===== src/rtl/arb_req_fifo.sv =====
// Three independent per-channel request FIFOs feeding a round-robin arbiter; one-hot grant pops one entry.
// Optional sticky protocol-error output enabled by defining ARB_REQ_FIFO_ERR_EN.
module arb_req_fifo #(
    parameter int unsigned DW    = 8,
    parameter int unsigned DEPTH = 4
) (
    input  logic            clk,
    input  logic            rstn,
    input  logic [2:0]      in_vld,
    input  logic [3*DW-1:0] in_data,
    output logic [2:0]      in_rdy,
    output logic [2:0]      req_vld,
    input  logic [2:0]      grant,
    output logic            out_vld,
    output logic [DW-1:0]   out_data,
    output logic [1:0]      out_id
`ifdef ARB_REQ_FIFO_ERR_EN
    ,
    output logic            err
`endif
);

    localparam int unsigned NCH = 3;
    localparam int unsigned PW  = $clog2(DEPTH);
    localparam int unsigned CW  = $clog2(DEPTH + 1);

    logic [NCH-1:0] full_c;
    logic [NCH-1:0] wr_en_c;
    logic [NCH-1:0] rd_en_c;
    logic [DW-1:0]  head_c [NCH];
    logic           grant_onehot_c;

    assign grant_onehot_c = (grant == 3'b001) || (grant == 3'b010) || (grant == 3'b100);

    for (genvar g = 0; g < NCH; g++) begin : gen_ch
        logic [PW-1:0] wr_ptr_q, wr_ptr_d;
        logic [PW-1:0] rd_ptr_q, rd_ptr_d;
        logic [CW-1:0] cnt_q, cnt_d;
        logic [DW-1:0] mem_q [DEPTH];

        assign full_c[g]  = (cnt_q == CW'(DEPTH));
        assign in_rdy[g]  = ~full_c[g];
        assign req_vld[g] = (cnt_q != '0);
        assign wr_en_c[g] = in_vld[g] & ~full_c[g];
        // An empty channel never pops, which also covers write+grant on empty.
        assign rd_en_c[g] = grant_onehot_c & grant[g] & req_vld[g];
        assign head_c[g]  = mem_q[rd_ptr_q];

        always_comb begin
            wr_ptr_d = wr_ptr_q;
            rd_ptr_d = rd_ptr_q;
            cnt_d    = cnt_q;
            if (wr_en_c[g]) begin
                wr_ptr_d = wr_ptr_q + PW'(1);
            end
            if (rd_en_c[g]) begin
                rd_ptr_d = rd_ptr_q + PW'(1);
            end
            case ({wr_en_c[g], rd_en_c[g]})
                2'b10:   cnt_d = cnt_q + CW'(1);
                2'b01:   cnt_d = cnt_q - CW'(1);
                default: cnt_d = cnt_q;
            endcase
        end

        always_ff @(posedge clk) begin
            if (!rstn) begin
                wr_ptr_q <= '0;
                rd_ptr_q <= '0;
                cnt_q    <= '0;
            end else begin
                wr_ptr_q <= wr_ptr_d;
                rd_ptr_q <= rd_ptr_d;
                cnt_q    <= cnt_d;
            end
        end

        // Storage needs no reset: pointers and counts define what is valid.
        always_ff @(posedge clk) begin
            if (wr_en_c[g]) begin
                mem_q[wr_ptr_q] <= in_data[g*DW +: DW];
            end
        end
    end

    logic          out_vld_q, out_vld_d;
    logic [DW-1:0] out_data_q, out_data_d;
    logic [1:0]    out_id_q, out_id_d;

    always_comb begin
        out_vld_d  = 1'b0;
        out_data_d = out_data_q;
        out_id_d   = out_id_q;
        for (int i = 0; i < NCH; i++) begin
            if (rd_en_c[i]) begin
                out_vld_d  = 1'b1;
                out_data_d = head_c[i];
                out_id_d   = 2'(i);
            end
        end
    end

    always_ff @(posedge clk) begin
        if (!rstn) begin
            out_vld_q  <= 1'b0;
            out_data_q <= '0;
            out_id_q   <= '0;
        end else begin
            out_vld_q  <= out_vld_d;
            out_data_q <= out_data_d;
            out_id_q   <= out_id_d;
        end
    end

    assign out_vld  = out_vld_q;
    assign out_data = out_data_q;
    assign out_id   = out_id_q;

`ifdef ARB_REQ_FIFO_ERR_EN
    logic err_q, err_d;

    always_comb begin
        err_d = err_q;
        if ((grant != 3'b000) && !grant_onehot_c) begin
            err_d = 1'b1;
        end
        if (grant_onehot_c && ((grant & ~req_vld) != 3'b000)) begin
            err_d = 1'b1;
        end
        if ((in_vld & full_c) != 3'b000) begin
            err_d = 1'b1;
        end
    end

    always_ff @(posedge clk) begin
        if (!rstn) begin
            err_q <= 1'b0;
        end else begin
            err_q <= err_d;
        end
    end

    assign err = err_q;
`endif

endmodule


===== config.mk =====
export PLATFORM = sky130hd
export DESIGN_NAME = arb_req_fifo
export DESIGN_NICKNAME = d
export VERILOG_FILES = /design/src/rtl/arb_req_fifo.sv
export SDC_FILE = /design/constraint.sdc
export NUM_CORES = 1
export LEC_CHECK = 0
export CORE_UTILIZATION = 28
export CTS_CLUSTER_SIZE = 8
export DETAILED_ROUTE_END_ITERATION = 12
export PLACE_DENSITY = 0.47
export SETUP_SLACK_MARGIN = 0.5
export SLEW_MARGIN = 0
export SYNTH_ARGS = -nofsm -noshare
export SYNTH_HDL_FRONTEND = slang
export SYNTH_SLANG_ARGS = --single-unit
export TNS_END_PERCENT = 10

===== constraint.sdc =====
create_clock -name clk -period 8.6 [get_ports clk]
set_input_delay 2.15 -clock clk [delete_from_list [all_inputs] [get_ports clk]]
set_output_delay 2.15 -clock clk [all_outputs]
set_load 0.01 [all_outputs]

==> run summary <==
Slew Limit Fails = 0
Number of fill cells = 1768
CTS root buffer = clkbuf_16
Critical Path RT = 8940 ps
YS warnings = 0
Antenna Nets Post-Route = 0
Detailed-router iteration count before antenna repair = 4
Overall Global Routing Usage = 12.2%
CP Cell Sequence = clkdlybuf4s50_1 > nor3b_1 > nand2_1 > inv_2 > ha_1 > inv_1 > fa_1 > xor2_1 > or3_2 > a21oi_1
DRC = 0
Crit path depth = 10
Total of max-cap violations = 0
Synth Area per Inst = 16.2 um^2
M1 wire length = 4980 um
Vias after detailed routing = 2856
Io pins = 49
Rows = 50
CP peak stage delay = 540 ps
Post-synthesis net count = 380
Slew margin rel. = 46.3%
Max Buffers Root-to-Sink = 2
Starting Density = 28.7%
Hold_ws = 476 ps
Fin crit period = 4650 ps
First DRT Iteration DRCs = 113
Largest cells by area after synthesis = edfxtp_1 54%, dfxtp_1 14%, mux4_2 10%, ha_1 3.5%, nor2_1 1.5%
Worst r2r path cells = 9
Hold Crit Class = reg -> reg
Layout Area Growth over Synthesis = 23.5%
CP Data Arrival Time = 5000 ps
Hold_buf cts = 0
CTS tree = yes
CTS-repair resized insts = 0
Diode count = 0
Htree depth = 4
Initial antenna violation count = 0
Startpoint types = input port
WS Path Type = in -> reg
Final setup TNS = 0 ps
Final #Nets = 435
Setup-failing EPs final = 0
Post-CTS setup buffer count = 0
Setup Skew = 5.74 ps
DR vias/cell = 4.52
Max IR drop VDD = 0.134 mV
Core box area = 18700 um^2
Static leakage = 2.28 nW
Met3 WL = 346 um
Seq/Total Area, Yosys = 68.0%
Synthesis-stage register bit count = 134
Chip width = 140 um
Largest area contributor in the netlist = edfxtp_1
Grt ovf = 0
Skew-Pair Late Insertion Delay = 410 ps
Post-Route WL = 10900 um
Final Cycle Share = 54.1%
HPWL Detailed = 7720 um
Gp weighted congestion = 0.678
Hold Vio Cnt, Final = 0
Share of layout cells above drive strength 1 = 15.8%
Slowest CP cell = nor3b_1
Synth Cell Area = 5360 um^2
Cell Pwr Density = 239 nW/um^2
CP Buf/Inv Count = 3
Routed met2 length = 5460 um
Fmax = 215 MHz
RSZ-0062 raised after global routing = false
Number of global-route vias before repair = 3014
Worst R2R Setup Slack = 6070 ps
Die area = 19700 um^2
First-pass GRT wire length = 17100 um
Max layer used = met4
Post-synth cell types = 33
Mapped Cells = 330
I/O Buffers = 48
Routed wire per std cell = 17.3 um
Status = completed
Top-area cell type share of the netlist area = 53.8%
Num CTS Buffers = 17
Clock transition at path regs = 50 ps
DIE HEIGHT = 140 um
Clk sinks = 134
Setup crit end kind = register
Crit Path Max Fanout = 10
Crit path max-delay family = simple AND/OR/NAND/NOR gates
Largest net degree at the start of global routing = 29
Worst Hold Depth = 2
Tightest Pin Transition = 804 ps
[area by class of cell]
cell class	instances	area, um^2	share of cell area, %
clock inverters	10	78.8	1.19
clock buffers	22	474	7.16
inverters	23	86.3	1.30
multi-input cells	161	1570	23.7
flip-flops and latches	134	3640	55.0
repair buffers	48	480	7.25
well taps	234	293	4.42
[report_power, final]
| part | internal, mW | switching [mW] |
|---|---|---|
| Sequential | 0.734 | 0.0213 |
| Clock | 0.416 | 0.255 |
| Combinational | 0.0765 | 0.0816 |
| Total | 1.23 | 0.358 |
[synth_stat cells]
library cell,n
edfxtp_1,96
dfxtp_1,38
mux4_2,24
nor2_1,21
inv_1,19
ha_1,15
a21oi_1,12
and3_1,12
nand2_1,9
xor2_1,8
a22o_1,7
o21a_1,7
o221a_1,7
xnor2_1,7
buf_1,5
buf_2,4
inv_2,4
or3_1,4
or3b_1,4
and2_1,3
fa_1,3
nand3_1,3
nor3b_1,3
o21ai_0,3
buf_6,2
nand2_2,2
nor3_1,2
a22oi_4,1
a311oi_1,1
clkbuf_1,1
o22ai_1,1
or2_4,1
or3_2,1
[flip-flops by register name (all words and copies together) (netlist names), named ones only]
| signal | flops |
|---|---|
| out_id | 2 |
| gen_ch.wr_ptr_q | 6 |
| gen_ch.cnt_q | 9 |
| out_data | 8 |
| out_vld | 1 |
| gen_ch.mem_q | 96 |
| gen_ch.rd_ptr_q | 6 |
[final timing paths]
kind	startpoint	endpoint
min reg2reg	out_id[1]	out_id[1]
max reg2reg	gen_ch[2].cnt_q[2]	gen_ch[2].cnt_q[2]
min	out_id[1]	out_id[1]
max	grant[2]	gen_ch[2].cnt_q[2]
[placed cells by master, fill, tap and decap left out, types with 4 or more instances in the layout]
master,count
inv_2,4
nor2_1,21
ha_1,15
inv_1,19
xnor2_1,7
mux4_2,24
or3b_1,4
nand2_1,9
a21oi_1,12
or3_1,4
clkinv_2,7
xor2_1,8
edfxtp_1,96
o221a_1,7
clkbuf_16,17
o21a_1,7
clkdlybuf4s50_1,48
and3_1,12
a22o_1,7
dfxtp_1,38
[metrics by stage]
| step | power [mW] | util [%] | area, um^2 | std cells | setup WS (ps) |
|---|---|---|---|---|---|
| after global routing | 1.65 | 35.4 | 6620 | 632 | 3790 |
| after CTS | 1.61 | 35.4 | 6620 | 632 | 3980 |
| after floorplan | 0.857 | - | 5360 | 330 | 4370 |
| after global placement | 0.926 | 32.4 | 6070 | 600 | 3650 |
| after detailed placement | 0.930 | 32.4 | 6070 | 600 | 3530 |
| final | 1.58 | 35.4 | 6620 | 632 | 3950 |
[routing by layer]
| layer | vias to the layer above | GRT usage [%] |
|---|---|---|
| met5 | - | 0 |
| met4 | 0 | 5.38 |
| met3 | 18 | 3.59 |
| met2 | 48 | 19.9 |
| met1 | 1432 | 14.9 |
| li1 | 1358 | - |
[cells by family after synthesis]
kind of cell             count (synthesis)  synth area share [%]
XOR/XNOR                                15                  2.45
AND/OR/NAND/NOR                         65                  6.39
AO/OA/AOI/OAI                           39                  5.67
buffers and inverters                   35                  2.82
adder cells (fa/ha/maj)                 18                  4.62
multiplexers                            24                  10.1
flip-flops                             134                  68.0
[worst reg2reg max path, stage by stage (launching register included)]
cell,delay (ps)
dfxtp_1,360
or3b_1,460
and2_1,230
inv_1,90
ha_1,180
inv_1,60
fa_1,370
xor2_1,160
or3_2,410
a21oi_1,140
Power figures use the tool's default switching activity.
